## src/rtl/gaplus_input_pkg.sv

```systemverilog
// Shared constants for the Gaplus input conditioning stage: PS/2 scan codes,
// joystick bit positions and the coin shaper state encoding.
package gaplus_input_pkg;

    localparam logic [7:0] KC_UP    = 8'h75;
    localparam logic [7:0] KC_DOWN  = 8'h72;
    localparam logic [7:0] KC_LEFT  = 8'h6B;
    localparam logic [7:0] KC_RIGHT = 8'h74;
    localparam logic [7:0] KC_SPACE = 8'h29;
    localparam logic [7:0] KC_LCTRL = 8'h14;
    localparam logic [7:0] KC_F1    = 8'h05;
    localparam logic [7:0] KC_F2    = 8'h06;
    localparam logic [7:0] KC_1     = 8'h16;
    localparam logic [7:0] KC_2     = 8'h1E;
    localparam logic [7:0] KC_5     = 8'h2E;
    localparam logic [7:0] KC_6     = 8'h36;
    localparam logic [7:0] KC_R     = 8'h2D;
    localparam logic [7:0] KC_F     = 8'h2B;
    localparam logic [7:0] KC_D     = 8'h23;
    localparam logic [7:0] KC_G     = 8'h34;
    localparam logic [7:0] KC_A     = 8'h1C;
    localparam logic [7:0] KC_S     = 8'h1B;

    localparam int JOY_R      = 0;
    localparam int JOY_L      = 1;
    localparam int JOY_D      = 2;
    localparam int JOY_U      = 3;
    localparam int JOY_FIRE   = 4;
    localparam int JOY_START1 = 5;
    localparam int JOY_START2 = 6;
    localparam int JOY_COIN   = 7;

    typedef enum logic [1:0] {IDLE, PULSE, LOCK, WAIT_REL} coin_state_t;

    typedef struct packed {
        logic up1, down1, left1, right1, trig1;
        logic up2, down2, left2, right2, trig2;
        logic f1, f2, start1, start2, coin1, coin2;
    } keys_t;

endpackage

```

## src/rtl/gaplus_coin_shaper.sv

```systemverilog
// Turns a raw coin request into a pulse lasting PULSE_FRAMES vblank edges,
// followed by LOCK_FRAMES edges of lockout; a held request credits once.
module gaplus_coin_shaper
    import gaplus_input_pkg::*;
#(
    parameter int PULSE_FRAMES = 4,
    parameter int LOCK_FRAMES  = 8,
    parameter int CNT_W        = 4
) (
    input  logic MCLK,
    input  logic RESET,
    input  logic raw,
    input  logic vb_rise,
    output logic out
);

    localparam logic [CNT_W-1:0] PULSE_LOAD = CNT_W'(PULSE_FRAMES);
    localparam logic [CNT_W-1:0] LOCK_LOAD  = CNT_W'(LOCK_FRAMES);
    localparam logic [CNT_W-1:0] CNT_ONE    = CNT_W'(1);

    coin_state_t      state, state_nxt;
    logic [CNT_W-1:0] cnt, cnt_nxt;
    logic             raw_q, armed_q, raw_edge;

    always_ff @(posedge MCLK or posedge RESET) begin
        if (RESET) begin
            state   <= IDLE;
            cnt     <= '0;
            raw_q   <= 1'b0;
            armed_q <= 1'b0;
        end else begin
            state   <= state_nxt;
            cnt     <= cnt_nxt;
            raw_q   <= raw;
            armed_q <= 1'b1;
        end
    end

    // armed_q blocks the first post-reset cycle so a coin held through reset is not an edge
    assign raw_edge = raw & ~raw_q & armed_q;

    always_comb begin
        state_nxt = state;
        cnt_nxt   = cnt;
        out       = 1'b0;
        case (state)
            IDLE: begin
                if (raw_edge) begin
                    state_nxt = PULSE;
                    cnt_nxt   = PULSE_LOAD;
                end
            end
            PULSE: begin
                out = 1'b1;
                if (vb_rise) begin
                    if (cnt == CNT_ONE) begin
                        state_nxt = LOCK;
                        cnt_nxt   = LOCK_LOAD;
                    end else begin
                        cnt_nxt = cnt - CNT_ONE;
                    end
                end
            end
            LOCK: begin
                if (vb_rise) begin
                    if (cnt == CNT_ONE) begin
                        state_nxt = raw ? WAIT_REL : IDLE;
                        cnt_nxt   = '0;
                    end else begin
                        cnt_nxt = cnt - CNT_ONE;
                    end
                end
            end
            WAIT_REL: begin
                if (!raw) state_nxt = IDLE;
            end
            default: state_nxt = IDLE;
        endcase
    end

endmodule

```

## src/rtl/gaplus_input_cond.sv

```systemverilog
// Input conditioning for the Gaplus core: PS/2 key decode, joystick merge,
// upright/cocktail player mirroring and frame-timed coin pulses.
module gaplus_input_cond
    import gaplus_input_pkg::*;
#(
    parameter int PULSE_FRAMES = 4,
    parameter int LOCK_FRAMES  = 8,
    parameter int CNT_W        = 4
) (
    input  logic        MCLK,
    input  logic        RESET,
    input  logic [10:0] PS2_KEY,
    input  logic [15:0] JOY1,
    input  logic [15:0] JOY2,
    input  logic        VBLK,
    input  logic        COCKTAIL,
    output logic [4:0]  INP0,
    output logic [4:0]  INP1,
    output logic [2:0]  INP2
);

    keys_t      keys;
    logic       tog_q, vblk_q, vb_rise;
    logic       pressed, ext;
    logic [7:0] code;
    logic [4:0] p1_lvl, p2_lvl;
    logic       start1, start2, raw_coin1, raw_coin2, coin1_out, coin2_out;
    logic       unused_joy_hi;

    assign pressed = PS2_KEY[9];
    assign ext     = PS2_KEY[8];
    assign code    = PS2_KEY[7:0];

    always_ff @(posedge MCLK or posedge RESET) begin
        if (RESET) begin
            tog_q <= 1'b0;
            keys  <= '0;
        end else begin
            tog_q <= PS2_KEY[10];
            if (PS2_KEY[10] != tog_q) begin
                // arrow codes match with or without the extended prefix
                case (code)
                    KC_UP:    keys.up1    <= pressed;
                    KC_DOWN:  keys.down1  <= pressed;
                    KC_LEFT:  keys.left1  <= pressed;
                    KC_RIGHT: keys.right1 <= pressed;
                    default: begin
                        if (!ext) begin
                            case (code)
                                KC_SPACE, KC_LCTRL: keys.trig1  <= pressed;
                                KC_F1:              keys.f1     <= pressed;
                                KC_F2:              keys.f2     <= pressed;
                                KC_1:               keys.start1 <= pressed;
                                KC_2:               keys.start2 <= pressed;
                                KC_5:               keys.coin1  <= pressed;
                                KC_6:               keys.coin2  <= pressed;
                                KC_R:               keys.up2    <= pressed;
                                KC_F:               keys.down2  <= pressed;
                                KC_D:               keys.left2  <= pressed;
                                KC_G:               keys.right2 <= pressed;
                                KC_A, KC_S:         keys.trig2  <= pressed;
                                default: ;
                            endcase
                        end
                    end
                endcase
            end
        end
    end

    assign p2_lvl = {keys.trig2  | JOY2[JOY_FIRE],
                     keys.left2  | JOY2[JOY_L],
                     keys.down2  | JOY2[JOY_D],
                     keys.right2 | JOY2[JOY_R],
                     keys.up2    | JOY2[JOY_U]};

    assign p1_lvl = {keys.trig1  | JOY1[JOY_FIRE],
                     keys.left1  | JOY1[JOY_L],
                     keys.down1  | JOY1[JOY_D],
                     keys.right1 | JOY1[JOY_R],
                     keys.up1    | JOY1[JOY_U]} | (COCKTAIL ? 5'b0 : p2_lvl);

    assign start1    = keys.f1 | keys.start1 | JOY1[JOY_START1] | JOY2[JOY_START1];
    assign start2    = keys.f2 | keys.start2 | JOY1[JOY_START2] | JOY2[JOY_START2];
    assign raw_coin1 = keys.f1 | keys.coin1 | JOY1[JOY_COIN];
    assign raw_coin2 = keys.f2 | keys.coin2 | JOY2[JOY_COIN];

    assign unused_joy_hi = ^{JOY1[15:8], JOY2[15:8]};
    assign vb_rise       = VBLK & ~vblk_q;

    gaplus_coin_shaper #(
        .PULSE_FRAMES(PULSE_FRAMES), .LOCK_FRAMES(LOCK_FRAMES), .CNT_W(CNT_W)
    ) u_coin1 (
        .MCLK(MCLK), .RESET(RESET), .raw(raw_coin1), .vb_rise(vb_rise), .out(coin1_out)
    );

    gaplus_coin_shaper #(
        .PULSE_FRAMES(PULSE_FRAMES), .LOCK_FRAMES(LOCK_FRAMES), .CNT_W(CNT_W)
    ) u_coin2 (
        .MCLK(MCLK), .RESET(RESET), .raw(raw_coin2), .vb_rise(vb_rise), .out(coin2_out)
    );

    always_ff @(posedge MCLK or posedge RESET) begin
        if (RESET) begin
            vblk_q <= 1'b0;
            INP0   <= '0;
            INP1   <= '0;
            INP2   <= '0;
        end else begin
            vblk_q <= VBLK;
            INP0   <= p1_lvl;
            INP1   <= p2_lvl;
            INP2   <= {coin1_out | coin2_out, start2, start1};
        end
    end

endmodule
```

## config.mk

```make
export PLATFORM = sky130hd
export DESIGN_NAME = gaplus_input_cond
export DESIGN_NICKNAME = d
export VERILOG_FILES = /design/src/rtl/gaplus_input_pkg.sv /design/src/rtl/gaplus_coin_shaper.sv /design/src/rtl/gaplus_input_cond.sv
export SDC_FILE = /design/constraint.sdc
export NUM_CORES = 1
export LEC_CHECK = 0
export ABC_CLOCK_PERIOD_IN_PS = 2000
export BUFFER_PORTS_ARGS = -buffer_cell sky130_fd_sc_hd__buf_2
export CAP_MARGIN = 20
export CORE_AREA = 2 2 107 57
export DETAILED_ROUTE_END_ITERATION = 7
export DIE_AREA = 0 0 109 59
export PLACE_DENSITY_LB_ADDON = 0.1
export SLEW_MARGIN = 20
export SYNTH_ARGS = -nofsm -noshare
export SYNTH_HDL_FRONTEND = slang
export SYNTH_SLANG_ARGS = --single-unit
```

## constraint.sdc

```tcl
create_clock -name MCLK -period 2 [get_ports MCLK]
set_input_delay 0.3 -clock MCLK [delete_from_list [all_inputs] [get_ports MCLK]]
set_output_delay 0.3 -clock MCLK [all_outputs]
set_load 0.03 [all_outputs]
```

# Word level (Yosys, flattened, before mapping)
# Index checks and enable logic that the tools add are counted.
[op_classes]
n_eq_ne = 39
n_addsub = 2
mux = 31
reduce_logical = 27
bitwise_logic = 32
[op_table]
columns = ["cell", "n"]
rows = [
  ["8-bit by 6-bit == test with 1-bit output (second input constant)", 7],
  ["4-bit AND reduction", 14],
  ["8-bit by 5-bit == test with 1-bit output (second input constant)", 5],
  ["4-bit 2-to-1 mux", 10],
  ["8-bit by 7-bit == test with 1-bit output (second input constant)", 4],
  ["2-bit 2-to-1 mux", 14],
  ["4-bit case mux with 3 select lines", 2],
  ["1-bit OR", 21],
  ["8-bit by 3-bit == test with 1-bit output (second input constant)", 2],
  ["2-bit by 1-bit inequality test with 1-bit output (second input constant)", 8],
  ["2-bit case mux with 4 select lines", 2],
  ["6-bit AND reduction", 2],
  ["2-bit == test (second input constant)", 4],
  ["4-bit by 1-bit == test with 1-bit output (second input constant)", 2],
  ["2-bit inequality test (second input constant)", 4],
  ["2-bit AND reduction", 4],
  ["4-bit by 1-bit subtractor with 4-bit output (second input constant)", 2],
  ["3-bit nonzero test", 2],
  ["1-bit AND", 5],
  ["5-bit 2-to-1 mux", 1],
  ["1-bit NOT", 5],
  ["5-bit OR", 1],
  ["2-bit by 1-bit == test with 1-bit output (second input constant)", 2],
  ["2-bit zero test", 2],
  ["other kinds (4)", 6],
]
[totals]
output_inout_bits = 13
elab_cells = 159
regBits = 46
input_bits = 47

# Longest topological paths before layout
# Gate-level depths: netlist of the first run.
[logic_depth]
depth_word = 6
depth_mapped = 6
ltp_nobuf = 6

# By module
# From an unflattened synthesis of the first run, not the netlist that was laid out.
[unflattened]
hier_cells = 223
area_unflattened_um2 = 2401.1
[by_module_without_submodules]
columns = ["mod", "n_inst", "area_per_inst_um2", "seq_area_each_um2", "cells_per_inst"]
rows = [
  ["gaplus_input_cond", 1, 1368.8, 775.7, 116],
  ["gaplus_coin_shaper at u_coin1", 1, 521.8, 200.2, 52],
  ["gaplus_coin_shaper at u_coin2", 1, 510.5, 200.2, 55],
]

# Least setup slack after synthesis of the first run
# OpenSTA, ideal clock, no wires.
[synth_path]
path_type = "reg2reg"
from = "register u_coin2.state[0]"
to = "register u_coin2.cnt[2]"
path_buffers = 0
period_less_slack_ns = 1.716
path_stages_with_launch = 7
slack_ns = 0.284
t_required_ns = 1.867
setup_ns = 0.133
t_arrival_ns = 1.583
cell_sequence = "dfrtp_1 inv_1 ha_1 or4b_1 o221ai_2 or2_1 o21ai_0"
[synth_via]
elab_chain_cells = 3
word_cells_on_any_way = 9
classes_between = "eq/ne: 5; mux: 1; reduce/logical: 3"
[synth_lines]
columns = ["item", "line_no", "rtl"]
rows = [
  ["from (decl)", "gaplus_coin_shaper.sv:21", "coin_state_t state, state_nxt;"],
  ["from (signal assigned)", "gaplus_coin_shaper.sv:32", "state <= state_nxt;"],
  ["2-bit == test (tied with other cells)", "gaplus_coin_shaper.sv:46", "case (state)"],
  ["2-bit inequality test (no source line) (tied with other cells)", "n/a", ""],
  ["4-bit AND reduction (no source line)", "n/a", ""],
  ["to (signal assigned)", "gaplus_coin_shaper.sv:33", "cnt <= cnt_nxt;"],
  ["to (decl)", "gaplus_coin_shaper.sv:22", "logic [CNT_W-1:0] cnt, cnt_nxt;"],
]
# Parallel ways exist; a longest one is shown, timed or not.
# A chain may end at the register's enable or synchronous reset.

# Worst setup path after layout of the first run
[layout_path]
from = "register u_coin2.state[1]"
to = "register u_coin2.cnt[0]"
# The elaborated chain is that of the path after synthesis.

==> summary.md, run 1 <==
| Metric | Value |
|---|---|
| Proportion of synthesized area in mux cells | `4.73%` |
| Reg2reg setup slack | `130 ps` |
| Die height | `59 um` |
| Max-slew violations | `0` |
| WL final | `4860 um` |
| CP Buf/Inv Count | `1` |
| Overall Power | `3290 uW` |
| CTS tree | `done` |
| Die width | `109 um` |
| Largest net degree at the start of global routing | `18` |
| Max IR drop VDD | `497 uV` |
| F_max | `0.535 GHz` |
| GR Layer Usage met1 | `22.0%` |
| P_int | `1990 uW` |
| Global route hottest layer | `met2` |
| Initial antenna violation count | `0` |
| CP cell instances | `inv_1 -> ha_1 -> or4b_1 -> o221ai_4 -> or2_1 -> o21ai_0` |
| Critical path endpoint category | `flip-flop` |
| H-tree Lvls | `2` |
| Starting Density | `44.6%` |
| Clock Tree Buf Depth | `2` |
| #FFs+latches synth | `46` |
| Sw Pwr | `1300 uW` |
| Leakage | `0.00131 uW` |
| Number of remaining DRC errors | `0` |
| Cell count after placement | `340` |
| Port buffer count | `43` |
| Hold Path Class | `in2reg` |
| Crit path DAT | `2060 ps` |
| Post-synth EDFFs | `0` |
| Fillcell total | `507` |
| First-pass GRT wire length | `8260 um` |
| Layout cells sized above 1 | `27.5%` |
| GRT overflow | `0` |
| Hold Fails Final Rpt | `0` |
| Switching share of total power | `39.5%` |
| Met3 Track Usage GR | `5.93%` |
| CP Max Fanout | `8` |
| CTS Buf Count | `5` |
| Die area | `6430 sq um` |
| Tcrit/Tclk final | `93.4%` |
| Routed via count | `1,797` |
| Wire per inst | `13.9 um` |
| Status | `complete, no violations` |
| Skew final | `4.45 ps` |
| Reg2reg start | `u_coin2.state[1]` |
| Sequential power share | `36.6%` |
| P per Cell Area | `1150 nW/um^2` |
| N_diodes | `0` |
| Core area | `5400 sq um` |
| Post-Syn Area | `2410 sq um` |
| Crit-path max cell delay | `500 ps` |
| Post-synthesis sequential area ratio | `47.8%` |
| Max-cap violations | `0` |
| Clk_lat worst skew | `300 ps` |
| CP max stage cell | `or4b_1` |
| Simple-gate portion of the synthesized area | `18.2%` |
| 1st-iter DRT viols | `56` |
| Synth Instances | `224` |
| Ys Warns | `0` |
| Pre-Repair DR Iteration Count | `4` |
| # setup viols final | `0` |
| Clock Power Share | `18.1%` |
| Routed Antenna Nets | `0` |
| Max transition margin | `62.7%` |
| Half-perimeter wire length after placement | `3690 um` |
| Area growth syn-to-layout | `18.3%` |
| Gpl congestion | `0.777` |
| XOR/XNOR share of the synthesized area | `0.675%` |
| Final Non-Filler Cells | `349` |
| Comb pwr share | `45.3%` |
| Complex-gate fraction of the synthesized area | `17.7%` |
| Setup Fix Bufs, Post-CTS | `0` |
| Met2 Use GR | `27.9%` |
| Critical Path Start Type | `flip-flop` |
| Via/cell ratio | `5.15` |
| Clk sinks | `46` |
| Worst Tran Pin Value | `559 ps` |
| Primary FF master, synth | `dfrtp_1` |
| Worst path top cell family by delay | `simple AND/OR/NAND/NOR gates` |
| Syn_area_per_cell | `10.8 sq um` |
| Crit path from | `u_coin2.state[1]` |
| Critical Path RT | `2190 ps` |
| Final Critical Period | `1870 ps` |
| Global Route Usage Sum | `17.0%` |
| Vias in the first global route | `1,827` |
| Asr flop ratio synth | `100%` |
| # IOs | `60` |
| Cell Rows | `19` |
| NumNets Final | `335` |
| CTS Root Cell | `clkbuf_8` |
| Crit Path Category | `reg2reg` |
| Hold path startpoint | `VBLK` |
| Post-Synth Adder-Cell Area | `6.75%` |
| Largest family of logic cells by synthesized area | `simple AND/OR/NAND/NOR gates` |
| Clock transition at path regs | `90 ps` |
| Distinct cells, synth | `50` |
| Syn Nets | `284` |
==> synth_stat cells, drive strengths merged, types with 3 or more instances <==
master | instances | area (sq um)
nand4 | 5 | 31.3
nand2 | 5 | 18.8
a21oi | 7 | 35.0
o41ai | 3 | 26.3
o31ai | 10 | 75.1
inv | 21 | 78.8
nor2 | 23 | 98.8
nor2b | 5 | 31.3
o21ai | 21 | 105
dfrtp | 46 | 1150
a2bb2oi | 4 | 41.3
nand3 | 5 | 25.0
and2b | 4 | 30.0
nor3b | 7 | 52.6
mux2 | 8 | 93.8
ha | 13 | 163
==> final timing paths <==
path                                     to  cells past startpoint
max reg2reg                  u_coin2.cnt[0]                      6
min reg2reg                         INP2[1]                      1
max in group asynchronous          keys[12]                      4
min in group asynchronous  u_coin1.state[0]                      3
min                                  vblk_q                      1
max                          u_coin2.cnt[0]                      6
==> what timing repair did <==
action | 4_1_cts | 5_1_grt
resized for setup | 0 | 4
endpoints found under the setup margin | 0 | 6
endpoints found under the hold margin | 14 | 0
hold buffers | 1 | 0
==> registers in the layout, summed over array words and instances (netlist names) <==
signal,flops
u_coin2.state,2
u_coin2.armed_q,1
INP2,3
u_coin1.state,2
tog_q,1
vblk_q,1
INP1,5
u_coin1.raw_q,1
u_coin2.cnt,4
u_coin1.cnt,4
keys,16
INP0,5
u_coin2.raw_q,1
==> logic make-up after synthesis <==
| group | after synthesis |
|---|---|
| AND/OR/NAND/NOR | 71 |
| AO/OA/AOI/OAI | 57 |
| flip-flops | 46 |
| buffers and inverters | 25 |
| adder cells (fa/ha/maj) | 13 |
| multiplexers | 10 |
| other | 1 |
| XOR/XNOR | 1 |
==> metrics by stage <==
step	setup TNS [ps]	instance area (sq um)	worst slack, ps	hold WS (ps)	utilization, %
final	0	2850	133	112	52.8
after global routing	-1.79	2850	-1.79	101	52.8
after CTS	0	2830	6.73	102	52.4
after detailed placement	0	2730	24.8	301	50.5
after global placement	0	2730	137	293	50.5
after floorplan	0	2410	284	331	-
==> worst reg2reg max path: cells and delay by family, from the launching register on <==
family	cells	cell delay, ps
AO/OA/AOI/OAI	2	250
adder cells (fa/ha/maj)	1	200
AND/OR/NAND/NOR	2	710
flip-flops	1	450
buffers and inverters	1	130
==> routing by layer <==
metal | share of wire, % | routed length (um)
met1 | 48 | 2350
met2 | 46 | 2240
met3 | 4.4 | 215
met4 | 1.1 | 53
met5 | 0 | 0
==> power by group through the flow <==
stage               clock (uW)  sequential, uW  combinational (uW)
global placement             0            1210                1370
finish                     595            1210                1490
global route               659            1230                1660
floorplan                    0            1240                1070
detailed placement           0            1220                1420
CTS                        616            1200                1430
==> cells in the final DEF (no fill, tap or decap), types with 3 or more instances in the layout <==
cell / synthesis / routed
a2bb2oi_1: 3 / 3
nor3b_1: 7 / 7
nor2_1: 20 / 20
mux2_2: 6 / 6
ha_1: 13 / 13
nand3_1: 5 / 5
buf_4: 0 / 3
dfrtp_1: 46 / 46
clkbuf_8: 0 / 6
buf_2: 1 / 43
and2b_1: 4 / 4
o21ai_0: 21 / 21
nand4_1: 5 / 5
nor2b_1: 5 / 5
nand2_1: 5 / 5
inv_1: 21 / 19
o31ai_1: 10 / 10
a21oi_1: 7 / 7
==> area by class of cell <==
type	instances	area [sq um]	share of cell area, %
clock inverter	1	5.00	0.176
clock buffer	7	86.3	3.03
multi-input combinational	153	1190	41.6
inverter	22	82.6	2.90
tap	73	91.3	3.20
sequential	46	1150	40.4
timing repair buffer	47	248	8.69
No activity file was read; power rests on OpenSTA's default activity.
==> inputs of run 2 (changes only) <==
--- a/config.mk
+++ b/config.mk
@@ -8,9 +8,9 @@
 export ABC_CLOCK_PERIOD_IN_PS = 2000
 export BUFFER_PORTS_ARGS = -buffer_cell sky130_fd_sc_hd__buf_2
 export CAP_MARGIN = 20
-export CORE_AREA = 2 2 107 57
+export CORE_AREA = 5 5 110 60
 export DETAILED_ROUTE_END_ITERATION = 7
-export DIE_AREA = 0 0 109 59
+export DIE_AREA = 0 0 115 65
 export PLACE_DENSITY_LB_ADDON = 0.1
 export SLEW_MARGIN = 20
 export SYNTH_ARGS = -nofsm -noshare
==> run 2 against run 1 <==
Worst setup slack got worse by 37 ps. Final cell count up 1.4%. Clock power down 3.5%. Highest routed layer unchanged.
==> summary.md, run 2 (synthesis gave the netlist of run 1 again) <==
| Metric | Value |
|---|---|
| Reg2reg start | `u_coin2.state[1]` |
| Core area | `5710 sq um` |
| CTS tree | `done` |
| CTS Buf Count | `5` |
| Routed Antenna Nets | `0` |
| # IOs | `60` |
| Cell Rows | `20` |
| NumNets Final | `336` |
| Wire per inst | `14.4 um` |
| Comb pwr share | `45.6%` |
| Worst R2R End | `u_coin2.cnt[1]` |
| Switching share of total power | `38.8%` |
| Tcrit/Tclk final | `95.2%` |
| Regs by FF count | `keys: 16 flops, INP0: 5 flops, INP1: 5 flops` |
| Die width | `115 um` |
| P per Cell Area | `1150 nW/um^2` |
| Sw Pwr | `1270 uW` |
| Max-slew violations | `0` |
| Routed via count | `1,835` |
| Die area | `7480 sq um` |
| Max IR drop VDD | `440 uV` |
| Vias in the first global route | `1,896` |
| Port buffer count | `43` |
| Sequential power share | `36.9%` |
| Overall Power | `3280 uW` |
| Largest net degree at the start of global routing | `23` |
| RSZ-0062 raised after global routing | `false` |
| F_max | `0.525 GHz` |
| Skew final | `4.23 ps` |
| Clock Power Share | `17.5%` |
| Die height | `65 um` |
| Top reg by flops | `keys` |
| Clk_lat worst skew | `290 ps` |
| Fillcell total | `530` |
| Crit path DAT | `2060 ps` |
| Leakage | `0.00131 uW` |
| First-pass GRT wire length | `9140 um` |
| P_int | `2010 uW` |
| Setup Fix Bufs, Post-CTS | `0` |
| Via/cell ratio | `5.18` |
| Max reg flops | `16` |
| N_diodes | `0` |
| CP Max Fanout | `8` |
| Hold Path Class | `in2async` |
| Critical Path Start Type | `flip-flop` |
| Reg2reg path depth | `6` |
| Reg2reg setup slack | `100 ps` |
| Area growth syn-to-layout | `18.4%` |
| Clock transition at path regs | `80 ps` |
| Critical path endpoint category | `flip-flop` |
| Clock Tree Buf Depth | `2` |
| Hold Fails Final Rpt | `0` |
| H-tree Lvls | `2` |
| Crit Path Category | `reg2reg` |
| CP endpoint | `u_coin2.cnt[1]` |
| Starting Density | `42.2%` |
| Crit path from | `u_coin2.state[1]` |
| Half-perimeter wire length after placement | `4070 um` |
| 1st-iter DRT viols | `154` |
| GRT overflow | `0` |
| CTS Root Cell | `clkbuf_8` |
| CP cell instances | `inv_1 -> ha_1 -> or4b_1 -> o221ai_4 -> or2_1 -> o41ai_1` |
| Crit-path max cell delay | `440 ps` |
| Commonest non-fill, non-tap cell in the layout | `dfrtp_1` |
| WL met3 | `250 um` |
| M1 WL | `2920 um` |
| Gpl congestion | `0.801` |
| # setup viols final | `0` |
| Clk sinks | `46` |
| Number of remaining DRC errors | `0` |
| Status | `complete, no violations` |
| Max-cap violations | `0` |
| Top Layer Used | `met4` |
| Global Route Usage Sum | `15.4%` |
| Initial antenna violation count | `0` |
| Critical Path RT | `2160 ps` |
| Layout cells sized above 1 | `28.2%` |
| Final Critical Period | `1900 ps` |
| Pre-Repair DR Iteration Count | `4` |
| CP max stage cell | `dfrtp_1` |
| WL final | `5110 um` |
| Commonest cells after routing, fill and taps aside | `46 x dfrtp_1, 43 x buf_2, 21 x o21ai_0, 20 x nor2_1, 19 x inv_1` |
| Final TNS setup | `0 ps` |
| WL met2 | `1910 um` |
run 2: layout make-up:
type	instances	area [sq um]	share of cell area (%)
clock buffers	7	86.3	3.03
clock inverters	1	5.00	0.176
well taps	77	96.3	3.38
repair buffers	48	253	8.86
inverters	22	82.6	2.90
flip-flops and latches	46	1150	40.4
multi-input cells	153	1180	41.3
run 2: worst min-delay path by stage:
stage                start              to  slack, ps  cells after the start
3_5_place_dp         RESET         INP1[0]        340                      2
5_1_grt              RESET  u_coin1.cnt[0]         40                      2
3_3_place_gp         RESET         INP1[0]        350                      2
4_1_cts              RESET         INP1[0]         20                      2
6_report             RESET         INP1[0]          8                      2
2_1_floorplan  PS2_KEY[10]           tog_q        330                      0
run 2: through the flow:
stage / cell area [sq um] / utilization [%] / instances / hold WS, ps / setup WS, ps
after CTS: 2840 / 49.7 / 354 / 15.4 / 75.5
after detailed placement: 2750 / 48.1 / 346 / 336 / 95.3
after global routing: 2850 / 50.0 / 354 / 35.3 / 17.7
after floorplan: 2410 / - / 224 / 331 / 284
after global placement: 2750 / 48.1 / 346 / 348 / 103
final: 2850 / 50.0 / 354 / 7.72 / 95.6
run 2: what timing repair did:
| item | in CTS | in global routing |
|---|---|---|
| hold endpoints to repair | 0 | 0 |
| gates resized for setup | 0 | 3 |
| endpoints found under the setup margin | 0 | 5 |
| hold buffers | 0 | 0 |
run 2: power by group through the flow:
stage | clock (uW) | combinational, uW | sequential [uW]
floorplan | 0 | 1070 | 1240
global placement | 0 | 1450 | 1220
detailed placement | 0 | 1460 | 1220
CTS | 597 | 1460 | 1210
global route | 639 | 1680 | 1230
finish | 574 | 1500 | 1210
run 2: per-layer routing:
metal,vias to the layer above,GRT usage (%)
met2,46,20.7
li1,914,-
met3,2,3.36
met1,873,24.6
met4,0,3.51
met5,-,0
run 2: critical path: cells and delay by family (launching register included):
family	cells	cell delay, ps
buffers and inverters	1	120
adder cells (fa/ha/maj)	1	230
AO/OA/AOI/OAI	2	490
flip-flops	1	440
AND/OR/NAND/NOR	2	500
==> inputs of run 3 (changes only) <==
--- a/config.mk
+++ b/config.mk
@@ -8,9 +8,9 @@
 export ABC_CLOCK_PERIOD_IN_PS = 2000
 export BUFFER_PORTS_ARGS = -buffer_cell sky130_fd_sc_hd__buf_2
 export CAP_MARGIN = 20
-export CORE_AREA = 5 5 110 60
+export CORE_AREA = 5 5 145 78
 export DETAILED_ROUTE_END_ITERATION = 7
-export DIE_AREA = 0 0 115 65
+export DIE_AREA = 0 0 150 83
 export PLACE_DENSITY_LB_ADDON = 0.1
 export SLEW_MARGIN = 20
 export SYNTH_ARGS = -nofsm -noshare
==> run 3 against run 2 <==
Combinational power increased by 5%. Total power is 19% higher. Worst hold slack better by 26 ps. Critical endpoint is now u_coin2.cnt[2]. Clock power rose by 95%. Non-clock buffer count increased by 1. Highest routed layer unchanged. Critical path type unchanged. Maximum frequency increased by 1.6%. Core utilization decreased by 19 points. Clock-buffer cell count down 1. First-iteration DRC count is 18% lower. Final cell count up 18%. Sequential power barely moved. Critical path depth stayed put.
==> summary.md, run 3 (synthesis gave the netlist of run 1 again) <==
| Metric | Value |
|---|---|
| Clock transition at path regs | `70 ps` |
| Worst Tran Pin Value | `507 ps` |
| 1st-iter DRT viols | `126` |
| Core area | `9890 sq um` |
| Wire per inst | `14.2 um` |
| # setup viols final | `0` |
| Sw Pwr | `1380 uW` |
| H-tree Lvls | `2` |
| Die area | `12,500 sq um` |
| Skew final | `3.90 ps` |
| First-pass GRT wire length | `9870 um` |
| Hold_buf cts | `0` |
| Max transition margin | `66.2%` |
| P_int | `2520 uW` |
| Worst path top cell family by delay | `simple AND/OR/NAND/NOR gates` |
| Half-perimeter wire length after placement | `4680 um` |
| Critical path endpoint category | `flip-flop` |
| Max reg flops | `16` |
| Cell count after placement | `410` |
| CP max stage cell | `or4b_1` |
| Crit Path Category | `reg2reg` |
| GRT overflow | `0` |
| Via/cell ratio | `4.33` |
| Global Route Usage Sum | `10.1%` |
| Routed Antenna Nets | `0` |
| Hold Path Class | `in2async` |
| Final Critical Period | `1870 ps` |
| Sequential power share | `31.0%` |
| Clock Tree Buf Depth | `2` |
| Crit path DAT | `2030 ps` |
| P per Cell Area | `1270 nW/um^2` |
| Gpl congestion | `0.716` |
| Number of remaining DRC errors | `0` |
| NumNets Final | `337` |
| Leakage | `0.00137 uW` |
| Routed via count | `1,810` |
| Final Non-Filler Cells | `418` |
| Starting Density | `24.4%` |
| Pre-Repair DR Iteration Count | `4` |
| N_diodes | `0` |
| Global route hottest layer | `met1` |
| Initial antenna violation count | `0` |
| # IOs | `60` |
| CTS Root Cell | `clkbuf_16` |
| Met2 Use GR | `12.6%` |
| Regs by FF count | `keys: 16 flops, INP0: 5 flops, INP1: 5 flops` |
| GR Layer Usage met1 | `16.0%` |
| Clk_lat worst skew | `290 ps` |
| Max-slew violations | `0` |
| CP Buf/Inv Count | `1` |
| CP cell instances | `inv_1 -> ha_2 -> or4b_1 -> o221ai_4 -> or2_4 -> o21ai_0` |
| Tcrit/Tclk final | `93.7%` |
| Die width | `150 um` |
| Commonest non-fill, non-tap cell in the layout | `dfrtp_1` |
| Crit-path max cell delay | `490 ps` |
| Commonest cells after routing, fill and taps aside | `46 x dfrtp_1, 43 x buf_2, 21 x o21ai_0, 20 x nor2_1, 19 x inv_1` |
| Top reg by flops | `keys` |
| Hold Fails Final Rpt | `0` |
| Cell Rows | `26` |
| WL final | `5930 um` |
| Clk sinks | `46` |
| F_max | `0.534 GHz` |
| Die height | `83 um` |
| Port buffer count | `43` |
| CTS tree | `done` |
| Area growth syn-to-layout | `27.2%` |
| Clock Power Share | `28.8%` |
| Final instance area | `3060 sq um` |
| CTS Buf Count | `5` |
| Max IR drop VDD | `421 uV` |
| Largest net degree at the start of global routing | `21` |
| Comb pwr share | `40.2%` |
| Max-cap violations | `0` |
| Layout cells sized above 1 | `29.1%` |
| Status | `complete, no violations` |
| Vias in the first global route | `1,867` |
| CP Max Fanout | `8` |
| Critical Path Start Type | `flip-flop` |
| Met3 Track Usage GR | `3.43%` |
| Dpl cell area | `2840 sq um` |
| Switching share of total power | `35.4%` |
| Critical Path RT | `2150 ps` |
==> run 3: cell types whose count changed in the layout (fill, tap and decap cells not counted), sizes merged <==
cell    before  now
buf         48   49
clkbuf       7    6
clkinv       2    1
bufinv       0    2
==> run 3: routing by layer <==
layer	up-vias	wire, um
li1	914	-
met1	858	3400
met2	30	2140
met3	8	324
met4	0	61
met5	-	0
==> run 3: per-stage QoR <==
step	hold slack (ps)	setup WS, ps	power, uW	setup TNS [ps]	utilization, %
2_1_floorplan	331	284	2310	0	-
3_3_place_gp	378	60.0	2770	0	28.8
3_5_place_dp	372	38.1	2740	0	28.8
4_1_cts	58.4	33.8	3890	0	30.8
5_1_grt	93.3	-7.04	4180	-7.04	31.0
6_report	33.9	126	3900	0	31.0
==> run 3: final timing paths <==
check	from	to	slack (ps)	cells past startpoint
worst max-delay path	u_coin2.state[1]	u_coin2.cnt[2]	130	6
worst min-delay path	RESET	INP1[3]	30	2
worst max register to register	u_coin2.state[1]	u_coin2.cnt[2]	130	6
worst min register to register	keys[7]	INP1[1]	470	2
max in group asynchronous	RESET	keys[0]	1440	3
min in group MCLK	VBLK	vblk_q	130	1
==> run 3: repair_timing <==
item / 4_1_cts / 5_1_grt
setup buffers: 0 / 0
endpoints found under the setup margin: 0 / 6
resized for setup: 0 / 5
==> run 3: area by class of cell <==
type | count | area [sq um]
Fill cell | 1044 | 6830
Tap cell | 140 | 175
Clock buffer | 6 | 139
Multi-Input combinational cell | 153 | 1180
Timing Repair Buffer | 49 | 273
Inverter | 22 | 82.6
Sequential cell | 46 | 1150
Clock inverter | 2 | 60.1
==> run 3: power by group through the flow <==
stage          clock, uW  combinational (uW)  sequential [uW]
6_report            1120                1570             1210
5_1_grt             1190                1760             1230
4_1_cts             1160                1520             1210
3_5_place_dp           0                1520             1220
3_3_place_gp           0                1540             1230
2_1_floorplan          0                1070             1240
==> run 3: worst register-to-register path, cell delays in order, from the launching register on <==
cell and delay [ps]:
dfrtp_1 440, inv_1 130, ha_2 200, or4b_1 490, o221ai_4 160, or2_4 210
o21ai_0 110
